`src/rtl/ysyx_24110006_arbiter.sv`:
```
// Two-master AXI read arbiter: IFU and LSU share one upstream read port, LSU writes pass through.
// Define ARB_RR_EN for round-robin tie-breaking; otherwise LSU wins every tie.
module ysyx_24110006_arbiter (
  input  logic        i_clock,
  input  logic        i_reset,
  // ifu read requester
  input  logic [31:0] ifu_araddr,
  input  logic [3:0]  ifu_arid,
  input  logic [7:0]  ifu_arlen,
  input  logic [2:0]  ifu_arsize,
  input  logic [1:0]  ifu_arburst,
  input  logic        ifu_arvalid,
  output logic        ifu_arready,
  output logic [31:0] ifu_rdata,
  output logic [1:0]  ifu_rresp,
  output logic [3:0]  ifu_rid,
  output logic        ifu_rlast,
  output logic        ifu_rvalid,
  input  logic        ifu_rready,
  // lsu read requester
  input  logic [31:0] lsu_araddr,
  input  logic [3:0]  lsu_arid,
  input  logic [7:0]  lsu_arlen,
  input  logic [2:0]  lsu_arsize,
  input  logic [1:0]  lsu_arburst,
  input  logic        lsu_arvalid,
  output logic        lsu_arready,
  output logic [31:0] lsu_rdata,
  output logic [1:0]  lsu_rresp,
  output logic [3:0]  lsu_rid,
  output logic        lsu_rlast,
  output logic        lsu_rvalid,
  input  logic        lsu_rready,
  // lsu write channels
  input  logic [31:0] lsu_awaddr,
  input  logic [3:0]  lsu_awid,
  input  logic [7:0]  lsu_awlen,
  input  logic [2:0]  lsu_awsize,
  input  logic [1:0]  lsu_awburst,
  input  logic        lsu_awvalid,
  output logic        lsu_awready,
  input  logic [31:0] lsu_wdata,
  input  logic [3:0]  lsu_wstrb,
  input  logic        lsu_wlast,
  input  logic        lsu_wvalid,
  output logic        lsu_wready,
  output logic [1:0]  lsu_bresp,
  output logic [3:0]  lsu_bid,
  output logic        lsu_bvalid,
  input  logic        lsu_bready,
  // upstream master port
  output logic [31:0] out_araddr,
  output logic [3:0]  out_arid,
  output logic [7:0]  out_arlen,
  output logic [2:0]  out_arsize,
  output logic [1:0]  out_arburst,
  output logic        out_arvalid,
  input  logic        out_arready,
  input  logic [31:0] out_rdata,
  input  logic [1:0]  out_rresp,
  input  logic [3:0]  out_rid,
  input  logic        out_rlast,
  input  logic        out_rvalid,
  output logic        out_rready,
  output logic [31:0] out_awaddr,
  output logic [3:0]  out_awid,
  output logic [7:0]  out_awlen,
  output logic [2:0]  out_awsize,
  output logic [1:0]  out_awburst,
  output logic        out_awvalid,
  input  logic        out_awready,
  output logic [31:0] out_wdata,
  output logic [3:0]  out_wstrb,
  output logic        out_wlast,
  output logic        out_wvalid,
  input  logic        out_wready,
  input  logic [1:0]  out_bresp,
  input  logic [3:0]  out_bid,
  input  logic        out_bvalid,
  output logic        out_bready
);

  typedef enum logic [1:0] {S_IDLE, S_ADDR, S_DATA} state_e;
  typedef enum logic {GNT_IFU, GNT_LSU} gnt_e;

  state_e state_q, state_d;
  gnt_e   gnt_q, gnt_d;
  gnt_e   last_q, last_d;
  gnt_e   tie_gnt;
  logic   sel_arvalid;
  logic   sel_rready;

`ifdef ARB_RR_EN
  assign tie_gnt = (last_q == GNT_IFU) ? GNT_LSU : GNT_IFU;
`else
  assign tie_gnt = GNT_LSU;
`endif

  assign sel_arvalid = (gnt_q == GNT_IFU) ? ifu_arvalid : lsu_arvalid;
  assign sel_rready  = (gnt_q == GNT_IFU) ? ifu_rready  : lsu_rready;

  // R payload is broadcast; only rvalid is steered by the grant
  assign ifu_rdata = out_rdata;
  assign ifu_rresp = out_rresp;
  assign ifu_rid   = out_rid;
  assign ifu_rlast = out_rlast;
  assign lsu_rdata = out_rdata;
  assign lsu_rresp = out_rresp;
  assign lsu_rid   = out_rid;
  assign lsu_rlast = out_rlast;

  // Write channels are a straight wire-through in every state
  assign out_awaddr  = lsu_awaddr;
  assign out_awid    = lsu_awid;
  assign out_awlen   = lsu_awlen;
  assign out_awsize  = lsu_awsize;
  assign out_awburst = lsu_awburst;
  assign out_awvalid = lsu_awvalid;
  assign lsu_awready = out_awready;
  assign out_wdata   = lsu_wdata;
  assign out_wstrb   = lsu_wstrb;
  assign out_wlast   = lsu_wlast;
  assign out_wvalid  = lsu_wvalid;
  assign lsu_wready  = out_wready;
  assign lsu_bresp   = out_bresp;
  assign lsu_bid     = out_bid;
  assign lsu_bvalid  = out_bvalid;
  assign out_bready  = lsu_bready;

  always_ff @(posedge i_clock) begin
    if (i_reset) begin
      state_q <= S_IDLE;
      gnt_q   <= GNT_IFU;
      last_q  <= GNT_LSU;
    end else begin
      state_q <= state_d;
      gnt_q   <= gnt_d;
      last_q  <= last_d;
    end
  end

  // Next state plus AR/R steering
  always_comb begin
    state_d     = state_q;
    gnt_d       = gnt_q;
    last_d      = last_q;
    out_araddr  = 32'h0;
    out_arid    = 4'h0;
    out_arlen   = 8'h0;
    out_arsize  = 3'h0;
    out_arburst = 2'h0;
    out_arvalid = 1'b0;
    out_rready  = 1'b0;
    ifu_arready = 1'b0;
    lsu_arready = 1'b0;
    ifu_rvalid  = 1'b0;
    lsu_rvalid  = 1'b0;
    case (state_q)
      S_IDLE: begin
        if (ifu_arvalid || lsu_arvalid) begin
          state_d = S_ADDR;
          if (ifu_arvalid && lsu_arvalid) gnt_d = tie_gnt;
          else if (lsu_arvalid)           gnt_d = GNT_LSU;
          else                            gnt_d = GNT_IFU;
        end
      end
      S_ADDR: begin
        if (gnt_q == GNT_IFU) begin
          out_araddr  = ifu_araddr;
          out_arid    = ifu_arid;
          out_arlen   = ifu_arlen;
          out_arsize  = ifu_arsize;
          out_arburst = ifu_arburst;
          ifu_arready = out_arready;
        end else begin
          out_araddr  = lsu_araddr;
          out_arid    = lsu_arid;
          out_arlen   = lsu_arlen;
          out_arsize  = lsu_arsize;
          out_arburst = lsu_arburst;
          lsu_arready = out_arready;
        end
        out_arvalid = sel_arvalid;
        if (sel_arvalid && out_arready) begin
          state_d = S_DATA;
          last_d  = gnt_q;
        end
      end
      S_DATA: begin
        out_rready = sel_rready;
        if (gnt_q == GNT_IFU) ifu_rvalid = out_rvalid;
        else                  lsu_rvalid = out_rvalid;
        if (out_rvalid && sel_rready && out_rlast) state_d = S_IDLE;
      end
      default: state_d = S_IDLE;
    endcase
  end

endmodule
```
`config.mk`:
```
export PLATFORM = sky130hd
export DESIGN_NAME = ysyx_24110006_arbiter
export DESIGN_NICKNAME = d
export VERILOG_FILES = /design/src/rtl/ysyx_24110006_arbiter.sv
export SDC_FILE = /design/constraint.sdc
export NUM_CORES = 1
export LEC_CHECK = 0
export BUFFER_PORTS_ARGS = -buffer_cell sky130_fd_sc_hd__buf_2
export CORE_AREA = 2 2 186 188
export CTS_CLUSTER_DIAMETER = 100
export CTS_CLUSTER_SIZE = 30
export DETAILED_ROUTE_END_ITERATION = 7
export DIE_AREA = 0 0 188 190
export PLACE_DENSITY = 0.38
export SETUP_SLACK_MARGIN = 0.4
export SLEW_MARGIN = 25
export SYNTH_ARGS = -nofsm -noshare
export SYNTH_HDL_FRONTEND = slang
export SYNTH_SLANG_ARGS = --single-unit
```
`constraint.sdc`:
```
create_clock -name i_clock -period 2.5 [get_ports i_clock]
set_input_delay 0.25 -clock i_clock [delete_from_list [all_inputs] [get_ports i_clock]]
set_output_delay 0.25 -clock i_clock [all_outputs]
set_load 0.01 [all_outputs]
```
; ---- After elaboration in Yosys (flattened, before gate mapping)
; Cells that the tools add are included.
[classes]
eq_ne = 5
n_mux = 28
reduce_logical = 8
[ops]
columns = op, count
row1 = 2-to-1 mux 32 bit, 2
row2 = 2-to-1 mux 8 bit, 2
row3 = 2-to-1 mux 1 bit, 14
row4 = 2-to-1 mux 2 bit, 5
row5 = 2-to-1 mux 4 bit, 2
row6 = 2-to-1 mux 3 bit, 2
row7 = != test 2 bit (second input constant), 3
row8 = one-hot mux 2 bit (3 select lines), 1
row9 = logical AND 1 bit, 4
row10 = AND reduction 3 bit, 1
row11 = == test 2 x 1 -> 1 bit (second input constant), 1
row12 = == test 2 bit (second input constant), 1
row13 = zero test 2 bit, 1
row14 = AND reduction 2 bit, 1
row15 = logical OR 1 bit, 1
[totals]
ff_bits = 3
in_bits = 243
out_inout_bits = 231
wordCells = 43

; ---- Depth between registers and ports, before layout
; Gate-level depths: netlist of the first run.
[depth]
ltp_word = 5
mapped_depth = 4

; ---- Least setup slack after synthesis of the first run
; OpenSTA, ideal clock, no wires.
[synth_timing]
kind = flip-flop to output port
startpoint = register gnt_q
endpoint = output out_rready
t_arrival_ps = 937
required_ps = 2250
setup_slack_ps = 1313
path_stages_with_launch = 4
cell_sequence = dfxtp_1 > buf_6 > mux2i_1 > and2b_1
[synth_via]
elab_chain_cells = 2
[synth_lines]
columns = item, line_no
row1 = "start, declared", 87  ; gnt_e gnt_q, gnt_d;
row2 = "start signal, assigned", 137  ; gnt_q <= gnt_d;
row3 = 2-to-1 mux 1 bit, 100  ; assign sel_rready = (gnt_q == GNT_IFU) ? ifu_rready : lsu_rready;
row4 = 2-to-1 mux 1 bit, 158  ; case (state_q)
row5 = "end, declared", 64  ; output logic out_rready,
; Every way passes these cells.

; ---- Worst setup path after layout of the first run
[layout_timing]
startpoint = register gnt_q
endpoint = output out_arvalid
[layout_via]
elab_chain_cells = 2
[layout_lines]
columns = item, line_no
row1 = 2-to-1 mux 1 bit, 99  ; assign sel_arvalid = (gnt_q == GNT_IFU) ? ifu_arvalid : lsu_arvalid;
row2 = 2-to-1 mux 1 bit, 158
row3 = "end, declared", 57  ; output logic out_arvalid,
; Every way passes these cells.

==> results_dict.tcl, run 1 <==
set metrics [dict create \
    status "finished, final reports clean" \
    crit_required_ps 2250 \
    max_cap_viol_count 0 \
    synth.avg_cell_area_um2 7.38 \
    nets 542 \
    power.share.clock_pct 35.0 \
    finalCriticalPeriod_ps 1910 \
    tritoncts "yes" \
    placed_cell_area_um2 2320 \
    r2r_end "state_q[1]$_SDFFE_PP0P_" \
    min_from "i_reset" \
    postCtsResizedCells 0 \
    post_route_cells_drive_above_1_share_pct 58.7 \
    layout.cell_area.non_filler_um2 2400 \
    timing.critical_path.from_type "register" \
    worst-path-max-fanout 30 \
    clock_buffers_created_by_tritoncts 3 \
    ys_seq_area_share_pct 2.60 \
    hold-path-endpoint "gnt_q$_SDFFE_PP0P_" \
    r2r_setup_slack_ps 940 \
    r2r_cells 4 \
    worst_hold_path.num_cells 2 \
    die-area_um2 35700 \
    pre_cts_ws_ps 753 \
    worst_slack_ps 590 \
    holdBufCountCts 0 \
    netlist_instances 313 \
    dp_cells 749 \
    fp.coreArea_um2 33900 \
    crit_arrival_ps 1660 \
    wl_per_cell_um 10.9 \
    swShare_pct 35.5 \
    hpwlAfterDp_um 6910 \
    finalWeightedCongestion 0.591 \
    die_width_um 188 \
    vias_per_cell 2.43 \
    syn-num-nets 556 \
    finalMaxSlewViolations 0 \
    fin_worst_skew_ps 2.12 \
    syn-cell-area_um2 2310 \
    seq_power_share_pct 11.0 \
    cts.reportedPaths.clkPinSlew_ps 30 \
    globalRoute.totalOverflow 0 \
    grt.total_usage_pct 3.98 \
    pwr-share-comb_pct 53.9 \
    cts_root_buffer "sky130_fd_sc_hd__clkbuf_16" \
    port_buffers 163 \
    vias 1830 \
    timing.final.hold_violations 0 \
    int_pwr_mw 0.460 \
    power.switching_mw 0.253 \
    post_cts.repair.setup_buffers 0 \
    largest_net_degree_at_the_start_of_global_routing 45 \
    tightestPinTransition_ps 587 \
    areaGrowthSynthToFinish_pct 4.06 \
    max-clock-path-buffers 2 \
    setup_tns_ps 0 \
    yosys_register_bits 3 \
    unique_masters_post_synth 18 \
    yosys_warnings 0 \
    finalSetupViolations 0 \
    drt_drc_violations_left 0 \
    critical_path.endpoint_type "output pin" \
    start_util_pct 6.80 \
    detailedRoute.firstPassIterationCount 3 \
    final_period_utilization_pct 76.4 \
    peakVddDrop_uv 186 \
    fin_cells 753 \
    grt_antenna_before_repair 0 \
    finalHoldWorstSlack_ps 231 \
    grt_setup_unrepaired "false" \
    critical_path.reg2reg.startpoint "gnt_q$_SDFFE_PP0P_" \
    fmaxAchievable_mhz 523 \
    power.leakage_nw 1.12 \
    io_count 474 \
    first_global_vias 1707 \
    nFillCells 3994 \
    timing.setup.critical_path_class "reg2out" \
    power-per-cell-area_nw_per_um2 297 \
    rows 68 \
    htree_num_levels 1 \
    hold_path.class "in2reg" \
    ant_nets 0 \
    slew_headroom_pct 60.9 \
    worst_skew_pair_later_pin_latency_ps 220 \
    wirelength_um 8230 \
    cts.sink_count 3 \
    drt-initial-drc-count 45 \
    num_antenna_cells 0 \
    die_height_um 190 \
    grt_first_pass_wirelength_um 10400 \
]
-- routing by layer --
metal | track usage, % | vias to the layer above | routed length, um
met5 | 0.824 | - | 38
met4 | 3.82 | 2 | 772
met3 | 2.69 | 99 | 1480
met2 | 6.47 | 228 | 3580
met1 | 3.11 | 715 | 2360
li1 | - | 786 | -
-- registers in the layout, indices dropped and copies added (netlist names) --
name / flops
state_q: 2
gnt_q: 1
-- placed cells by master (no fill, tap or decap), types with 2 or more instances in the layout --
| cell type | n |
|---|---|
| sky130_fd_sc_hd__and2b_1 | 2 |
| sky130_fd_sc_hd__and3_1 | 2 |
| sky130_fd_sc_hd__a21oi_1 | 2 |
| sky130_fd_sc_hd__nor2_1 | 53 |
| sky130_fd_sc_hd__buf_2 | 163 |
| sky130_fd_sc_hd__buf_4 | 5 |
| sky130_fd_sc_hd__clkbuf_16 | 3 |
| sky130_fd_sc_hd__nand2_1 | 5 |
| sky130_fd_sc_hd__mux2i_1 | 51 |
| sky130_fd_sc_hd__dfxtp_1 | 2 |
-- layout make-up --
| type | count | area (um^2) | area share (%) |
|---|---|---|---|
| clock buffer | 4 | 78.8 | 3.28 |
| tap | 455 | 569 | 23.7 |
| multi-input combinational | 122 | 817 | 34.0 |
| timing repair buffer | 169 | 873 | 36.4 |
| sequential | 3 | 63.8 | 2.66 |
-- critical path, stage by stage (launching register included) --
cell and delay [ps]:
sky130_fd_sc_hd__dfxtp_4 710, sky130_fd_sc_hd__buf_4 230, sky130_fd_sc_hd__mux2i_1 260, sky130_fd_sc_hd__nor2_1 80, sky130_fd_sc_hd__buf_2 160
-- worst max path at each step --
| stage | slack, ps | cells past startpoint | to | start |
|---|---|---|---|---|
| floorplan | 1310 | 3 | out_rready | gnt_q$_SDFFE_PP0P_ |
| global placement | 760 | 4 | out_arlen[7] | state_q[1]$_SDFFE_PP0P_ |
| detailed placement | 750 | 4 | out_arvalid | gnt_q$_SDFFE_PP0P_ |
| CTS | 510 | 4 | out_arvalid | gnt_q$_SDFFE_PP0P_ |
| global route | 430 | 4 | out_araddr[11] | state_q[1]$_SDFFE_PP0P_ |
| finish | 590 | 4 | out_arvalid | gnt_q$_SDFFE_PP0P_ |
-- kinds of logic after synthesis --
logic type      after synthesis  synth area share (%)
flops                         3                  2.60
compound gates                5                  1.46
simple gates                 66                  11.7
mux                          51                  22.1
buf+inv                     188                  62.1
-- power by group through the flow --
stage / clock, mW / combinational, mW / sequential [mW]
after floorplan: 0 / 0.522 / 0.0561
after global placement: 0 / 0.390 / 0.0821
after detailed placement: 0 / 0.391 / 0.0820
after CTS: 0.255 / 0.392 / 0.0815
after global routing: 0.266 / 0.421 / 0.0831
final: 0.250 / 0.385 / 0.0786
-- synthesized netlist by cell type --
master	number	area, um^2
sky130_fd_sc_hd__nand2b_1	1	6.26
sky130_fd_sc_hd__dfxtp_1	3	60.1
sky130_fd_sc_hd__nor2b_1	1	6.26
sky130_fd_sc_hd__a21oi_1	2	10.0
sky130_fd_sc_hd__o21ai_1	1	5.00
sky130_fd_sc_hd__nand2_1	5	18.8
sky130_fd_sc_hd__nor3_1	1	5.00
sky130_fd_sc_hd__a21bo_2	1	10.0
sky130_fd_sc_hd__nand3b_1	1	7.51
sky130_fd_sc_hd__buf_2	6	30.0
sky130_fd_sc_hd__mux2i_1	51	510
sky130_fd_sc_hd__buf_8	4	60.1
sky130_fd_sc_hd__nor2_1	53	199
sky130_fd_sc_hd__buf_6	2	22.5
sky130_fd_sc_hd__and2b_1	2	15.0
sky130_fd_sc_hd__o32ai_1	1	8.76
sky130_fd_sc_hd__buf_4	176	1320
sky130_fd_sc_hd__and3_1	2	12.5
-- stage by stage --
| step | util [%] | power (mW) |
|---|---|---|
| finish | 7.08 | 0.714 |
| detailed placement | 6.84 | 0.473 |
| global placement | 6.84 | 0.472 |
| floorplan | - | 0.579 |
| global route | 7.08 | 0.770 |
| CTS | 7.08 | 0.729 |
No activity file was read; power rests on OpenSTA's default activity.
==> run 2, diff against run 1 <==
--- a/config.mk
+++ b/config.mk
@@ -6,12 +6,12 @@
 export NUM_CORES = 1
 export LEC_CHECK = 0
 export BUFFER_PORTS_ARGS = -buffer_cell sky130_fd_sc_hd__buf_2
-export CORE_AREA = 2 2 186 188
+export CORE_AREA = 2 2 182 184
 export CTS_CLUSTER_DIAMETER = 100
 export CTS_CLUSTER_SIZE = 30
 export DETAILED_ROUTE_END_ITERATION = 7
-export DIE_AREA = 0 0 188 190
-export PLACE_DENSITY = 0.38
+export DIE_AREA = 0 0 184 186
+export PLACE_DENSITY = 0.39
 export SETUP_SLACK_MARGIN = 0.4
 export SLEW_MARGIN = 25
 export SYNTH_ARGS = -nofsm -noshare
==> constraint.sdc (replaced) <==
create_clock -name i_clock -period 1.8 [get_ports i_clock]
set_input_delay 0.18 -clock i_clock [delete_from_list [all_inputs] [get_ports i_clock]]
set_output_delay 0.18 -clock i_clock [all_outputs]
set_load 0.01 [all_outputs]
==> run 2 against run 1 <==
  * Critical endpoint is now out_arlen[7]
  * Critical path type unchanged
  * Via count is 4.0% higher
  * Flip-flop and latch count stayed put
  * Count of clock-buffer cells in the layout stayed put
  * Register-to-register slack worse by 460 ps
  * Die area is 4.2% lower
  * Largest power group unchanged
  * Combinational power is 91% higher
==> results_dict.tcl, run 2 (synthesized netlist as in run 1, its figures left out) <==
set metrics [dict create \
    worst-path-max-fanout 13 \
    post_route_cells_drive_above_1_share_pct 64.9 \
    tritoncts "yes" \
    die_height_um 186 \
    register_with_the_most_flip_flops "state_q" \
    setup_tns_ps 0 \
    nets 560 \
    max-clock-path-buffers 2 \
    drt-met1-wl_um 3120 \
    r2r_end "state_q[1]$_SDFFE_PP0P_" \
    finalCriticalPeriod_ps 1500 \
    ant_nets 0 \
    drt-initial-drc-count 43 \
    worstSetupEndpoint "out_arlen[7]" \
    maxUsedRoutingLayer "met5" \
    most_frequent_cells_in_the_layout "163 x sky130_fd_sc_hd__buf_2, 49 x sky130_fd_sc_hd__nor2_1, 47 x sky130_fd_sc_hd__mux2i_1, 12 x sky130_fd_sc_hd__buf_4, 6 x sky130_fd_sc_hd__clkbuf_16" \
    grt_first_pass_wirelength_um 11600 \
    detailedRoute.firstPassIterationCount 4 \
    multiInputGateArea_um2 868 \
    finalSetupViolations 0 \
    wl_per_cell_um 14.1 \
    status "finished, final reports clean" \
    hold_path.class "in2reg" \
    peakVddDrop_uv 183 \
    max_cap_viol_count 0 \
    timing.final.hold_violations 0 \
    critical_path.endpoint_type "output pin" \
    timing.critical_path.from_type "register" \
    p_total_mw 1.17 \
    io_count 474 \
    cts.sink_count 3 \
    fp.coreArea_um2 32200 \
    r2r_cells 6 \
    drt_drc_violations_left 0 \
    clock_buffers_created_by_tritoncts 3 \
    largest_registers "state_q x2, gnt_q x1" \
    r2r_setup_slack_ps 480 \
    wirelength_um 10200 \
    fin_worst_skew_ps 1.34 \
    start_util_pct 7.17 \
    grt.total_usage_pct 4.80 \
    globalRoute.totalOverflow 0 \
    met3_wirelength_um 1550 \
    vias_per_cell 2.62 \
    tightestPinTransition_ps 289 \
    largest_register_ffs 2 \
    cts_root_buffer "sky130_fd_sc_hd__clkbuf_16" \
    nFillCells 3763 \
    worst_skew_pair_later_pin_latency_ps 220 \
    htree_num_levels 1 \
    worst_slack_ps 304 \
    crit_required_ps 1620 \
    power.leakage_nw 1.27 \
    finish.utilization_pct 8.29 \
    power-per-cell-area_nw_per_um2 436 \
    port_buffers 163 \
    hpwlAfterDp_um 7320 \
    final_period_utilization_pct 83.1 \
    finalWeightedCongestion 0.584 \
    slew_headroom_pct 80.6 \
    vias 1903 \
    register_area_um2 71.3 \
    grt_setup_unrepaired "true" \
    timing.setup.critical_path_class "reg2out" \
    setup.worst_path.start "gnt_q$_SDFFE_PP0P_" \
    dr_wl_met2_um 4540 \
    first_global_vias 1717 \
    fmaxAchievable_mhz 669 \
    rows 66 \
    crit_arrival_ps 1320 \
    die-area_um2 34200 \
    finalMaxSlewViolations 0 \
    grt_antenna_before_repair 2 \
    largest_net_degree_at_the_start_of_global_routing 26 \
    critical_path.reg2reg.startpoint "gnt_q$_SDFFE_PP0P_" \
    final_common_cell "sky130_fd_sc_hd__buf_2" \
    areaGrowthSynthToFinish_pct 15.7 \
    cts.reportedPaths.clkPinSlew_ps 30 \
    die_width_um 184 \
    pre_cts_ws_ps 331 \
]
-- run 2: worst min path at each step --
| stage | start | endpoint | depth (start not counted) |
|---|---|---|---|
| floorplan | i_reset | gnt_q$_SDFFE_PP0P_ | 1 |
| global placement | out_wready | lsu_wready | 0 |
| detailed placement | out_wready | lsu_wready | 0 |
| CTS | i_reset | gnt_q$_SDFFE_PP0P_ | 2 |
| global route | i_reset | gnt_q$_SDFFE_PP0P_ | 2 |
| finish | i_reset | gnt_q$_SDFFE_PP0P_ | 2 |
-- run 2: cell type report --
cell class                 instances  share of cell area (%)
antenna                            1                  0.0937
clock buffer                       4                    2.95
multi-input combinational        122                    32.5
sequential                         3                    2.67
tap                              408                    19.1
timing repair buffer             187                    42.7
-- run 2: worst max-delay path, stage by stage (launching register included) --
cell	delay, ps
sky130_fd_sc_hd__dfxtp_4	400
sky130_fd_sc_hd__buf_12	170
sky130_fd_sc_hd__buf_4	150
sky130_fd_sc_hd__mux2i_1	190
sky130_fd_sc_hd__nor2_1	50
sky130_fd_sc_hd__buf_2	130
-- run 2: through the flow --
stage	instance area (um^2)	hold WS (ps)	std cells
after floorplan	2310	249	313
after global placement	2290	360	704
after detailed placement	2290	360	704
after CTS	2520	142	716
after global routing	2670	153	724
final	2670	143	725
-- run 2: timing repair --
| item | 4_1_cts | 5_1_grt |
|---|---|---|
| endpoints found under the setup margin | 54 | 54 |
| gates cloned | 2 | 5 |
| setup buffers | 6 | 3 |
| hold buffers | 0 | 0 |
| pin swaps | 0 | 1 |
| gates resized for setup | 16 | 8 |
-- run 2: where the power goes --
part           internal [mW]  total (mW)  switching [mW]
Sequential            0.0722      0.0836          0.0114
Clock                  0.292       0.348          0.0562
Combinational          0.387       0.734           0.347
-- run 2: layer usage --
| metal | vias to the layer above | track usage [%] |
|---|---|---|
| met5 | - | 0 |
| met3 | 90 | 2.93 |
| met2 | 228 | 7.74 |
| li1 | 824 | - |
| met1 | 757 | 3.87 |
| met4 | 4 | 5.15 |
